`src/rtl/dmem_arbiter_if.sv`:
```
// Bundle of the two requester ports and the data-memory port around dmem_arbiter.
// master: requesters plus memory model side; slave: the arbiter.
`ifndef MEM_SPACE
`define MEM_SPACE 16
`endif
`ifndef DSIZE
`define DSIZE 16
`endif

interface dmem_arbiter_if #(
  parameter int ADDR_W = `MEM_SPACE,
  parameter int DATA_W = `DSIZE
);
  logic              a_req;
  logic              a_we;
  logic [ADDR_W-1:0] a_addr;
  logic [DATA_W-1:0] a_wdata;
  logic              a_gnt;
  logic              a_rvalid;
  logic [DATA_W-1:0] a_rdata;

  logic              b_req;
  logic              b_we;
  logic [ADDR_W-1:0] b_addr;
  logic [DATA_W-1:0] b_wdata;
  logic              b_gnt;
  logic              b_rvalid;
  logic [DATA_W-1:0] b_rdata;

  logic [ADDR_W-1:0] mem_addr;
  logic [DATA_W-1:0] mem_wdata;
  logic              mem_we;
  logic [DATA_W-1:0] mem_rdata;

  modport master (
    output a_req, a_we, a_addr, a_wdata,
    input  a_gnt, a_rvalid, a_rdata,
    output b_req, b_we, b_addr, b_wdata,
    input  b_gnt, b_rvalid, b_rdata,
    input  mem_addr, mem_wdata, mem_we,
    output mem_rdata
  );

  modport slave (
    input  a_req, a_we, a_addr, a_wdata,
    output a_gnt, a_rvalid, a_rdata,
    input  b_req, b_we, b_addr, b_wdata,
    output b_gnt, b_rvalid, b_rdata,
    output mem_addr, mem_wdata, mem_we,
    input  mem_rdata
  );
endinterface

```
`src/rtl/dmem_arbiter.sv`:
```
// Two-port arbiter for the single-ported synchronous-read data memory.
// Port A (CPU MEM stage) has fixed priority; port B (DMA/debug loader) is
// forced through after STARVE_MAX consecutive denials.
//
// Read-owner tag (rd_owner):
//   state    | meaning
//   OWN_NONE | no read issued last cycle, no rvalid this cycle
//   OWN_A    | port A read granted last cycle, mem_rdata belongs to A
//   OWN_B    | port B read granted last cycle, mem_rdata belongs to B
`ifndef MEM_SPACE
`define MEM_SPACE 16
`endif
`ifndef DSIZE
`define DSIZE 16
`endif

module dmem_arbiter #(
  parameter int ADDR_W     = `MEM_SPACE,
  parameter int DATA_W     = `DSIZE,
  parameter int STARVE_MAX = 4
) (
  input logic           clk,
  input logic           rst,
  dmem_arbiter_if.slave bus
);

  localparam logic [3:0] STARVE_LIM = 4'(STARVE_MAX);

  typedef enum logic [1:0] {OWN_NONE, OWN_A, OWN_B} owner_e;

  owner_e            rd_owner_q, rd_owner_d;
  logic [3:0]        starve_cnt_q, starve_cnt_d;
  logic [ADDR_W-1:0] addr_hold_q, addr_hold_d;
  logic [DATA_W-1:0] a_rdata_q, a_rdata_d;
  logic [DATA_W-1:0] b_rdata_q, b_rdata_d;

  logic              force_b;
  logic              a_gnt, b_gnt;
  logic              a_rvalid, b_rvalid;
  logic [ADDR_W-1:0] mem_addr;
  logic [DATA_W-1:0] mem_wdata;
  logic              mem_we;

  // Grant decision: forced B slot first, then A priority, then B; nothing during reset
  always_comb begin
    force_b = (starve_cnt_q == STARVE_LIM) && bus.b_req;
    a_gnt   = 1'b0;
    b_gnt   = 1'b0;
    if (!rst) begin
      if (force_b) begin
        b_gnt = 1'b1;
      end else if (bus.a_req) begin
        a_gnt = 1'b1;
      end else if (bus.b_req) begin
        b_gnt = 1'b1;
      end
    end
  end

  // Memory mux; with no winner the address parks on the last granted one
  always_comb begin
    mem_addr    = addr_hold_q;
    mem_wdata   = '0;
    mem_we      = 1'b0;
    addr_hold_d = addr_hold_q;
    if (a_gnt) begin
      mem_addr    = bus.a_addr;
      mem_wdata   = bus.a_wdata;
      mem_we      = bus.a_we;
      addr_hold_d = bus.a_addr;
    end else if (b_gnt) begin
      mem_addr    = bus.b_addr;
      mem_wdata   = bus.b_wdata;
      mem_we      = bus.b_we;
      addr_hold_d = bus.b_addr;
    end
  end

  // Starvation counter: counts consecutive B denials, saturating at the limit
  always_comb begin
    starve_cnt_d = starve_cnt_q;
    if (b_gnt || !bus.b_req) begin
      starve_cnt_d = 4'd0;
    end else if (starve_cnt_q < STARVE_LIM) begin
      starve_cnt_d = starve_cnt_q + 4'd1;
    end
  end

  // Next read owner: tag whichever port won a read this cycle
  always_comb begin
    rd_owner_d = OWN_NONE;
    if (a_gnt && !bus.a_we) begin
      rd_owner_d = OWN_A;
    end else if (b_gnt && !bus.b_we) begin
      rd_owner_d = OWN_B;
    end
  end

  // Read return: owner sees memory data this cycle, the other port keeps its last value.
  // Reset suppresses a pending return so no rvalid leaks across it.
  always_comb begin
    a_rvalid  = (rd_owner_q == OWN_A) && !rst;
    b_rvalid  = (rd_owner_q == OWN_B) && !rst;
    a_rdata_d = a_rvalid ? bus.mem_rdata : a_rdata_q;
    b_rdata_d = b_rvalid ? bus.mem_rdata : b_rdata_q;
  end

  // State registers with synchronous reset
  always_ff @(posedge clk) begin
    if (rst) begin
      rd_owner_q   <= OWN_NONE;
      starve_cnt_q <= 4'd0;
      addr_hold_q  <= '0;
      a_rdata_q    <= '0;
      b_rdata_q    <= '0;
    end else begin
      rd_owner_q   <= rd_owner_d;
      starve_cnt_q <= starve_cnt_d;
      addr_hold_q  <= addr_hold_d;
      a_rdata_q    <= a_rdata_d;
      b_rdata_q    <= b_rdata_d;
    end
  end

  assign bus.a_gnt     = a_gnt;
  assign bus.b_gnt     = b_gnt;
  assign bus.a_rvalid  = a_rvalid;
  assign bus.b_rvalid  = b_rvalid;
  assign bus.a_rdata   = a_rdata_d;
  assign bus.b_rdata   = b_rdata_d;
  assign bus.mem_addr  = mem_addr;
  assign bus.mem_wdata = mem_wdata;
  assign bus.mem_we    = mem_we;

endmodule

```
`src/flat_wrapper.sv`:
```
// flat-port wrapper written by rule: the top's interface ports become plain ports
module dmem_arbiter_flat 
#(
  parameter int ADDR_W     = `MEM_SPACE,
  parameter int DATA_W     = `DSIZE,
  parameter int STARVE_MAX = 4
)
  (clk, rst, bus_a_req, bus_a_we, bus_a_addr, bus_a_wdata, bus_a_gnt, bus_a_rvalid, bus_a_rdata, bus_b_req, bus_b_we, bus_b_addr, bus_b_wdata, bus_b_gnt, bus_b_rvalid, bus_b_rdata, bus_mem_addr, bus_mem_wdata, bus_mem_we, bus_mem_rdata);
  dmem_arbiter_if #(.ADDR_W(ADDR_W), .DATA_W(DATA_W)) bus_i ();
  input logic clk;
  input logic rst;
  input wire logic [$bits(bus_i.a_req)-1:0] bus_a_req;
  input wire logic [$bits(bus_i.a_we)-1:0] bus_a_we;
  input wire logic [$bits(bus_i.a_addr)-1:0] bus_a_addr;
  input wire logic [$bits(bus_i.a_wdata)-1:0] bus_a_wdata;
  output wire logic [$bits(bus_i.a_gnt)-1:0] bus_a_gnt;
  output wire logic [$bits(bus_i.a_rvalid)-1:0] bus_a_rvalid;
  output wire logic [$bits(bus_i.a_rdata)-1:0] bus_a_rdata;
  input wire logic [$bits(bus_i.b_req)-1:0] bus_b_req;
  input wire logic [$bits(bus_i.b_we)-1:0] bus_b_we;
  input wire logic [$bits(bus_i.b_addr)-1:0] bus_b_addr;
  input wire logic [$bits(bus_i.b_wdata)-1:0] bus_b_wdata;
  output wire logic [$bits(bus_i.b_gnt)-1:0] bus_b_gnt;
  output wire logic [$bits(bus_i.b_rvalid)-1:0] bus_b_rvalid;
  output wire logic [$bits(bus_i.b_rdata)-1:0] bus_b_rdata;
  output wire logic [$bits(bus_i.mem_addr)-1:0] bus_mem_addr;
  output wire logic [$bits(bus_i.mem_wdata)-1:0] bus_mem_wdata;
  output wire logic [$bits(bus_i.mem_we)-1:0] bus_mem_we;
  input wire logic [$bits(bus_i.mem_rdata)-1:0] bus_mem_rdata;
  assign bus_i.a_req = bus_a_req;
  assign bus_i.a_we = bus_a_we;
  assign bus_i.a_addr = bus_a_addr;
  assign bus_i.a_wdata = bus_a_wdata;
  assign bus_a_gnt = bus_i.a_gnt;
  assign bus_a_rvalid = bus_i.a_rvalid;
  assign bus_a_rdata = bus_i.a_rdata;
  assign bus_i.b_req = bus_b_req;
  assign bus_i.b_we = bus_b_we;
  assign bus_i.b_addr = bus_b_addr;
  assign bus_i.b_wdata = bus_b_wdata;
  assign bus_b_gnt = bus_i.b_gnt;
  assign bus_b_rvalid = bus_i.b_rvalid;
  assign bus_b_rdata = bus_i.b_rdata;
  assign bus_mem_addr = bus_i.mem_addr;
  assign bus_mem_wdata = bus_i.mem_wdata;
  assign bus_mem_we = bus_i.mem_we;
  assign bus_i.mem_rdata = bus_mem_rdata;
  dmem_arbiter #(.ADDR_W(ADDR_W), .DATA_W(DATA_W), .STARVE_MAX(STARVE_MAX)) u_core (.clk(clk), .rst(rst), .bus(bus_i));
endmodule
```
`config.mk`:
```
export PLATFORM = sky130hd
export DESIGN_NAME = dmem_arbiter_flat
export DESIGN_NICKNAME = d
export VERILOG_FILES = /design/src/rtl/dmem_arbiter_if.sv /design/src/rtl/dmem_arbiter.sv /design/src/flat_wrapper.sv
export SDC_FILE = /design/constraint.sdc
export NUM_CORES = 1
export LEC_CHECK = 0
export ABC_AREA = 1
export BUFFER_PORTS_ARGS = -buffer_cell sky130_fd_sc_hd__buf_2
export CORE_UTILIZATION = 40
export CTS_BUF_LIST = sky130_fd_sc_hd__clkbuf_16
export DETAILED_ROUTE_END_ITERATION = 10
export HOLD_SLACK_MARGIN = 0.05
export PLACE_DENSITY = 0.78
export SLEW_MARGIN = 10
export SYNTH_ARGS = -nofsm -noshare
export SYNTH_HDL_FRONTEND = slang
export SYNTH_SLANG_ARGS = --single-unit
```
`constraint.sdc`:
```
create_clock -name clk -period 3.4 [get_ports clk]
set_input_delay 0.51 -clock clk [delete_from_list [all_inputs] [get_ports clk]]
set_output_delay 0.51 -clock clk [all_outputs]
set_load 0.01 [all_outputs]
```
==> results by group, run 1 <==
Status
  • Outcome: finished, final reports clean

Layout
  • Ratio of cells with drive above 1 in the final layout: between 40% and 50%
  • Final #Nets: between 600 and 700
  • # fillers: a little over 700
  • Multi-input gate area: 1540 µm²
  • Seq. cell area: about 1100 µm²
  • Syn-to-layout area delta: 30.2%
  • Diode count: 0

Timing
  • Slew Limit Fails: 0
  • Hold_ws: around 420 ps
  • RSZ-0062 raised after global routing: no
  • Minimum clock period: roughly 2700 ps
  • Least-Margin Pin Slew: 624 ps
  • Hold Fails Final Rpt: 0
  • Post-Route Setup TNS: 0 ps
  • Fmax: 371 MHz
  • Max-slew headroom: between 50% and 60%
  • # setup viols final: 0
  • Skew final: between 7 and 8 ps
  • Fin crit share: 79.3%

Global routing
  • Vias in the first global route: 2,541
  • Largest net degree at the start of global routing: 50
  • GRT Total Usage: around 18%
  • Initial antenna violation count: 0
  • First-pass GRT wire length: roughly 11,000 µm
  • GRT overflow: 0

Clocking
  • Clock Latency Late Sink: 290 ps
  • Root Buffer: clkbuf_16
  • Hold-fix buffers at CTS: 0
  • Clk sinks: 54
  • CTS clk-pin slew, worst paths: 60 ps
  • Total setup buffers inserted after CTS: 0
  • TritonCTS clock tree: built
  • Htree depth: 2
  • Resized Gates After CTS: 0
  • Clk buf depth: 2
  • CTS buffer count: 5

Route
  • Routed wire length: around 7300 µm
  • Final ANT Viol Nets: 0
  • Metal2 WL: 3780 µm
  • Wire length on met3: between 400 and 500 µm
  • Vias per inst: around 4.7
  • Top routing layer in use: met4
  • DR iter-0 viols: 76
  • Met1 WL: ~3000 µm
  • Via count: approximately 3,000
  • DR WL/cell: approximately 12 µm
  • TritonRoute pass-1 iters: 4
  • DRC: 0

Hold path
  • Hold_sp: bus_a_we
  • Hold Crit Depth: 2
  • WHS Endpoint: u_core.rd_owner_q[0]$_SDFF_PP0_
  • Hold Path Class: primary input to flip-flop

Power
  • P per Cell Area: 368 nW/µm²
  • VDD IR max: 0.000185 V
  • Leak pwr: 2.19 nW

Floorplanning
  • Row Count: 31
  • Starting density of the core: about two fifths
  • DIE HEIGHT: about 90 µm
  • Chip width: a little under 90 µm
  • I/O pins: between 150 and 200
  • Core box area: 7330 µm²
  • DIE AREA: about 8000 µm²

Synth
  • Number of synthesized register bits: between 50 and 60
  • Post-Syn Area: approximately 3100 µm²
  • Post-Syn Nets: around 470
  • Yosys warns: 0
  • Post-Synthesis Cells: approximately 390
  • Register area share after synthesis: a little over a third
  • Syn_area_per_cell: 7.94 µm²
  • Count of cell types in the netlist: 33

Setup path
  • Critical R2R Capture: u_core.starve_cnt_q[0]$_SDFFE_PP0N_
  • CP endpoint kind: output port
  • Worst flop-to-flop path startpoint: u_core.starve_cnt_q[0]$_SDFFE_PP0N_
  • Crit path max fanout: 35
  • Worst-case reg-to-reg path depth: 9
  • Startpoint type of the worst setup path: primary input
  • Critical Path RT: approximately 2900 ps
  • Critical Path AT: between 2000 and 2500 ps
  • Critical Path Source: rst
  • R2R Setup Slk: 1550 ps
  • Crit Path Category: primary input to output port

Placement
  • Dpl hpwl: approximately 5500 µm
  • RD Place Congestion: just under 0.8
  • PortBufs: about 150

Job
  • Total of max-cap violations: 0
==> per-stage QoR <==
| step | utilization, % | area, µm² | std cells | worst slack, ps | total power [mW] |
|---|---|---|---|---|---|
| finish | 54.4 | 3990 | 627 | 702 | 1.47 |
| global route | 54.4 | 3990 | 627 | 569 | 1.56 |
| CTS | 54.4 | 3990 | 627 | 684 | 1.49 |
| global placement | 52.5 | 3850 | 619 | 741 | 0.989 |
| floorplan | - | 3070 | 386 | 1550 | 0.876 |
| detailed placement | 52.5 | 3850 | 619 | 686 | 0.995 |
==> power by group <==
group	internal [mW]	total [mW]	switching [mW]
logic	0.136	0.313	0.177
registers	0.658	0.666	0.00753
clock network	0.269	0.491	0.221
total	1.06	1.47	0.406
==> critical path: stages <==
cell and delay [ps]:
buf_2 350, clkinv_4 270, nand3_4 390, inv_2 250
a22o_1 270, buf_2 140
==> cell usage in the layout, fill, tap and decap left out, types with 2 or more instances in the layout <==
cell type / count
nand3_2: 9
nor2_1: 23
a22o_1: 16
clkbuf_16: 5
inv_1: 68
a211oi_1: 18
inv_2: 4
or2_2: 35
buf_4: 3
nand2_4: 2
dfxtp_1: 54
nand2_2: 19
buf_2: 154
or2_1: 12
nand2_1: 18
a211oi_2: 14
a21oi_1: 34
nand3_1: 24
ha_1: 2
==> metal layers <==
metal / track usage (%) / vias up
li1: - / 1518
met1: 18.6 / 1315
met2: 35.3 / 117
met3: 4.06 / 6
met4: 4.18 / 0
met5: 0 / -
==> worst max path at each step <==
stage,endpoint,slack [ps],cells past startpoint
finish,bus_mem_wdata[4],700,6
CTS,bus_mem_wdata[4],680,6
floorplan,bus_b_rdata[10],1550,6
global route,bus_mem_wdata[4],570,6
global placement,bus_mem_wdata[0],740,6
detailed placement,bus_mem_wdata[4],690,6
==> cell usage after synthesis <==
library cell	n	area share, %
nand2_2	19	3.9
nand3_2	9	2.9
or2_2	35	7.1
a21oi_1	34	5.6
nand3_4	1	0.57
buf_1	1	0.12
or2_0	1	0.20
or2_1	12	2.4
buf_2	10	1.6
clkbuf_1	3	0.37
a211oi_1	18	4.4
xor2_1	1	0.29
nand2_4	2	0.73
inv_2	4	0.49
nor2_1	23	2.8
a22o_1	16	4.6
a21oi_2	1	0.29
buf_6	2	0.73
nand2_1	18	2.2
nand2_8	1	0.65
clkbuf_2	1	0.16
ha_1	2	0.82
inv_8	1	0.37
clkinv_4	1	0.29
nand3_1	24	3.9
a211oi_2	14	5.7
nor2_2	1	0.20
nor2_4	1	0.37
nor3_2	1	0.33
buf_4	5	1.2
buf_8	2	0.98
dfxtp_1	54	35
inv_1	68	8.3
==> cell families after synthesis <==
logic type,after synthesis,synth area share (%)
simple gates,148,28.4
buf+inv,98,14.7
compound gates,83,20.5
flops,54,35.3
fa+ha+maj,2,0.816
xor+xnor,1,0.286
==> final cells by class <==
| class | instances | area share, % |
|---|---|---|
| Multi-Input combinational cell | 234 | 38.6 |
| Sequential cell | 54 | 27.1 |
| Timing Repair Buffer | 158 | 20.4 |
| Inverter | 74 | 7.27 |
| Clock buffer | 5 | 3.14 |
| Tap cell | 99 | 3.10 |
| Clock inverter | 3 | 0.408 |
==> state kept, by name, indices dropped and copies added (netlist names) <==
| signal | flops |
|---|---|
| u_core.a_rdata_q | 16 |
| u_core.addr_hold_q | 16 |
| u_core.b_rdata_q | 16 |
| u_core.rd_owner_q | 2 |
| u_core.starve_cnt_q | 4 |
No activity file was read; power rests on OpenSTA's default activity.
==> run 2: changes to the inputs <==
Settings changed: ABC_AREA 1 to 0, PLACE_DENSITY 0.78 to 0.8.
Clock period 3.4 ns to 2.35 ns, I/O delays scaled along.
==> run 2 against run 1 <==
  * Setup slack worse by 620 ps
  * Core utilization up 0.93 points
  * Area after synthesis up 1.9%
  * Sequential power up 45%
  * Hold slack worse by 180 ps
  * Combinational power up 49%
  * Final area up 2.8%
  * Via count up 0.61%
  * Register-to-register slack worse by 1200 ps
  * Die area up 1.9%
  * Clock skew down 5.4 ps
  * Sequential share of layout area down 0.74 points
  * Largest power group unchanged
==> results by group, run 2 <==
Timing
  • Minimum clock period: around 2300 ps
  • Max-slew headroom: between 50% and 60%
  • Hold_ws: between 200 and 250 ps
  • # setup viols final: 0
  • Hold Fails Final Rpt: 0
  • Skew final: 2.52 ps
  • Slew Limit Fails: 0
  • Post-Route Setup TNS: 0 ps
  • Fmax: ~440 MHz
  • Fin crit share: a little over nine tenths
  • RSZ-0062 raised after global routing: no
  • Least-Margin Pin Slew: ~670 ps

Route
  • DR iter-0 viols: ~160
  • DR WL/cell: between 10 and 15 µm
  • DRC: 0
  • Via count: between 2,000 and 3,000
  • Vias per inst: approximately 5.3
  • Routed wire length: roughly 8100 µm
  • Final ANT Viol Nets: 0
  • TritonRoute pass-1 iters: 4

Power
  • Final Power: between 2 and 2.5 mW
  • Leak pwr: between 2 and 2.5 nW
  • P per Cell Area: between 500 and 600 nW/µm²
  • VDD IR max: 0.000275 V

Synth
  • Syn_area_per_cell: between 9 and 10 µm²
  • Post-synth EDFFs: 0
  • Yosys top cell area share: approximately 35%
  • Register area share after synthesis: between 30% and 40%
  • Count of cell types in the netlist: 33
  • Synth top area cells: dfxtp_1 35%, o221a_2 12%, mux2_2 7.6%
  • Top_reg_cell synth: dfxtp_1
  • Top-count cell post-synth: dfxtp_1
  • Post-Syn Area: 3120 µm²
  • Most frequent cells after synthesis: 54 x dfxtp_1, 32 x o221a_2, 26 x nor2b_1
  • Yosys warns: 0
  • Number of synthesized register bits: 54
  • Area leader, netlist: dfxtp_1
  • Post-Syn Nets: a little over 400
  • Post-Synthesis Cells: 320
  • Post-synth ARST share: 0%

Global routing
  • GRT overflow: 0
  • Vias in the first global route: approximately 2,800
  • Largest net degree at the start of global routing: 31
  • First-pass GRT wire length: ~13,000 µm
  • Initial antenna violation count: 0
  • GRT Total Usage: between 10% and 20%

Floorplanning
  • Starting density of the core: approximately 42%
  • DIE AREA: around 8000 µm²
  • DIE HEIGHT: around 90 µm
  • Row Count: 31
  • I/O pins: approximately 160
  • Core box area: between 7000 and 8000 µm²
  • Chip width: between 90 and 100 µm

Layout
  • Syn-to-layout area delta: 31.3%
  • Post-route cell area: around 4100 µm²
  • Ratio of cells with drive above 1 in the final layout: between 50 and 60%
  • Diode count: 0
  • Final #Nets: around 550
  • Largest regs: u_core.a_rdata_q (16), u_core.addr_hold_q (16), u_core.b_rdata_q (16)
  • Final core utilization: between 50 and 60%
  • Commonest non-fill, non-tap cell in the layout: buf_2
  • Commonest non-fill, non-tap cells in the layout: 154 x buf_2, 54 x dfxtp_1, 32 x o221a_2

Clocking
  • CTS clk-pin slew, worst paths: ~60 ps
  • Htree depth: 2
  • Clk buf depth: 2
  • Root Buffer: clkbuf_16
  • Clock Latency Late Sink: ~280 ps
  • Clk sinks: 54
  • TritonCTS clock tree: built
  • CTS buffer count: 5
  • Total setup buffers inserted after CTS: 0

Setup path
  • Critical Path AT: around 1900 ps
  • Crit path max fanout: 16
  • Critical Path RT: ~2000 ps
  • Crit Path Category: flip-flop to output port
  • CP Buf/Inv Count: 2
  • Crit-path max cell delay: about 470 ps
  • Crit path cell chain: inv_1 -> ha_1 -> nand3b_1 -> or2_2 -> o221a_2 -> buf_2
  • Delay-heaviest family, CP: simple AND/OR/NAND/NOR gates
  • CP max-delay cell: or2_2
  • CP endpoint kind: output port
  • Startpoint type of the worst setup path: flip-flop

Placement
  • RD Place Congestion: roughly 0.76
  • PortBufs: about 150
  • Post-DP Area: roughly 4000 µm²
  • Dpl hpwl: around 6000 µm

Status
  • Outcome: finished, final reports clean

Job
  • Total of max-cap violations: 0

Hold path
  • Hold Path Class: primary input to flip-flop
## run 2: worst paths after layout
kind,to,cells past startpoint,from,slack [ps]
worst min register to register,u_core.starve_cnt_q[3]$_SDFFE_PP0N_,2,u_core.starve_cnt_q[3]$_SDFFE_PP0N_,500
worst min-delay path,u_core.rd_owner_q[0]$_SDFF_PP0_,2,bus_a_we,240
worst max register to register,u_core.addr_hold_q[7]$_SDFF_PP0_,6,u_core.starve_cnt_q[0]$_SDFFE_PP0N_,380
worst max-delay path,bus_mem_addr[11],6,u_core.starve_cnt_q[0]$_SDFFE_PP0N_,80
## run 2: where the power goes
part | internal (mW) | switching, mW
logic | 0.238 | 0.230
clock network | 0.388 | 0.306
registers | 0.947 | 0.0218
total | 1.57 | 0.557
## run 2: cell type report
type | count | area [µm²]
flip-flops and latches | 54 | 1080
repair buffers | 164 | 846
well taps | 99 | 124
fillers | 699 | 3310
clock inverters | 2 | 15.0
multi-input cells | 218 | 1830
clock buffers | 5 | 125
inverters | 21 | 81.3
## run 2: kinds of logic (layout without fill, tap and decap cells)
group           count (synthesis)  in the layout  synth area share (%)
mux                            48             48                  17.7
fa+ha+maj                       2              2                 0.801
buf+inv                        48            192                  7.09
xor+xnor                        1              1                 0.280
compound gates                 85             85                  24.1
flops                          54             54                  34.6
simple gates                   82             82                  15.4
## run 2: per-stage QoR
stage                     worst slack, ps  cells
final                                84.6    563
after global routing                 17.0    563
after CTS                            35.5    563
after detailed placement             74.1    556
after global placement                150    556
after floorplan                       499    320
## run 2: what timing repair did
item | CTS | global route
hold buffers | 0 | 0
setup endpoints to repair | 12 | 17
gates resized for setup | 1 | 1
## run 2: per-layer routing
metal  wire, µm  track usage, %  part of all wire [%]  vias to the layer above
met1       3840            26.3                    47                     1373
met4         68            4.44                  0.84                        0
met2       3740            32.3                    46                      112
met3        475            4.46                   5.8                        9
li1           -               -                     -                     1480
met5          0               0                     0                        -
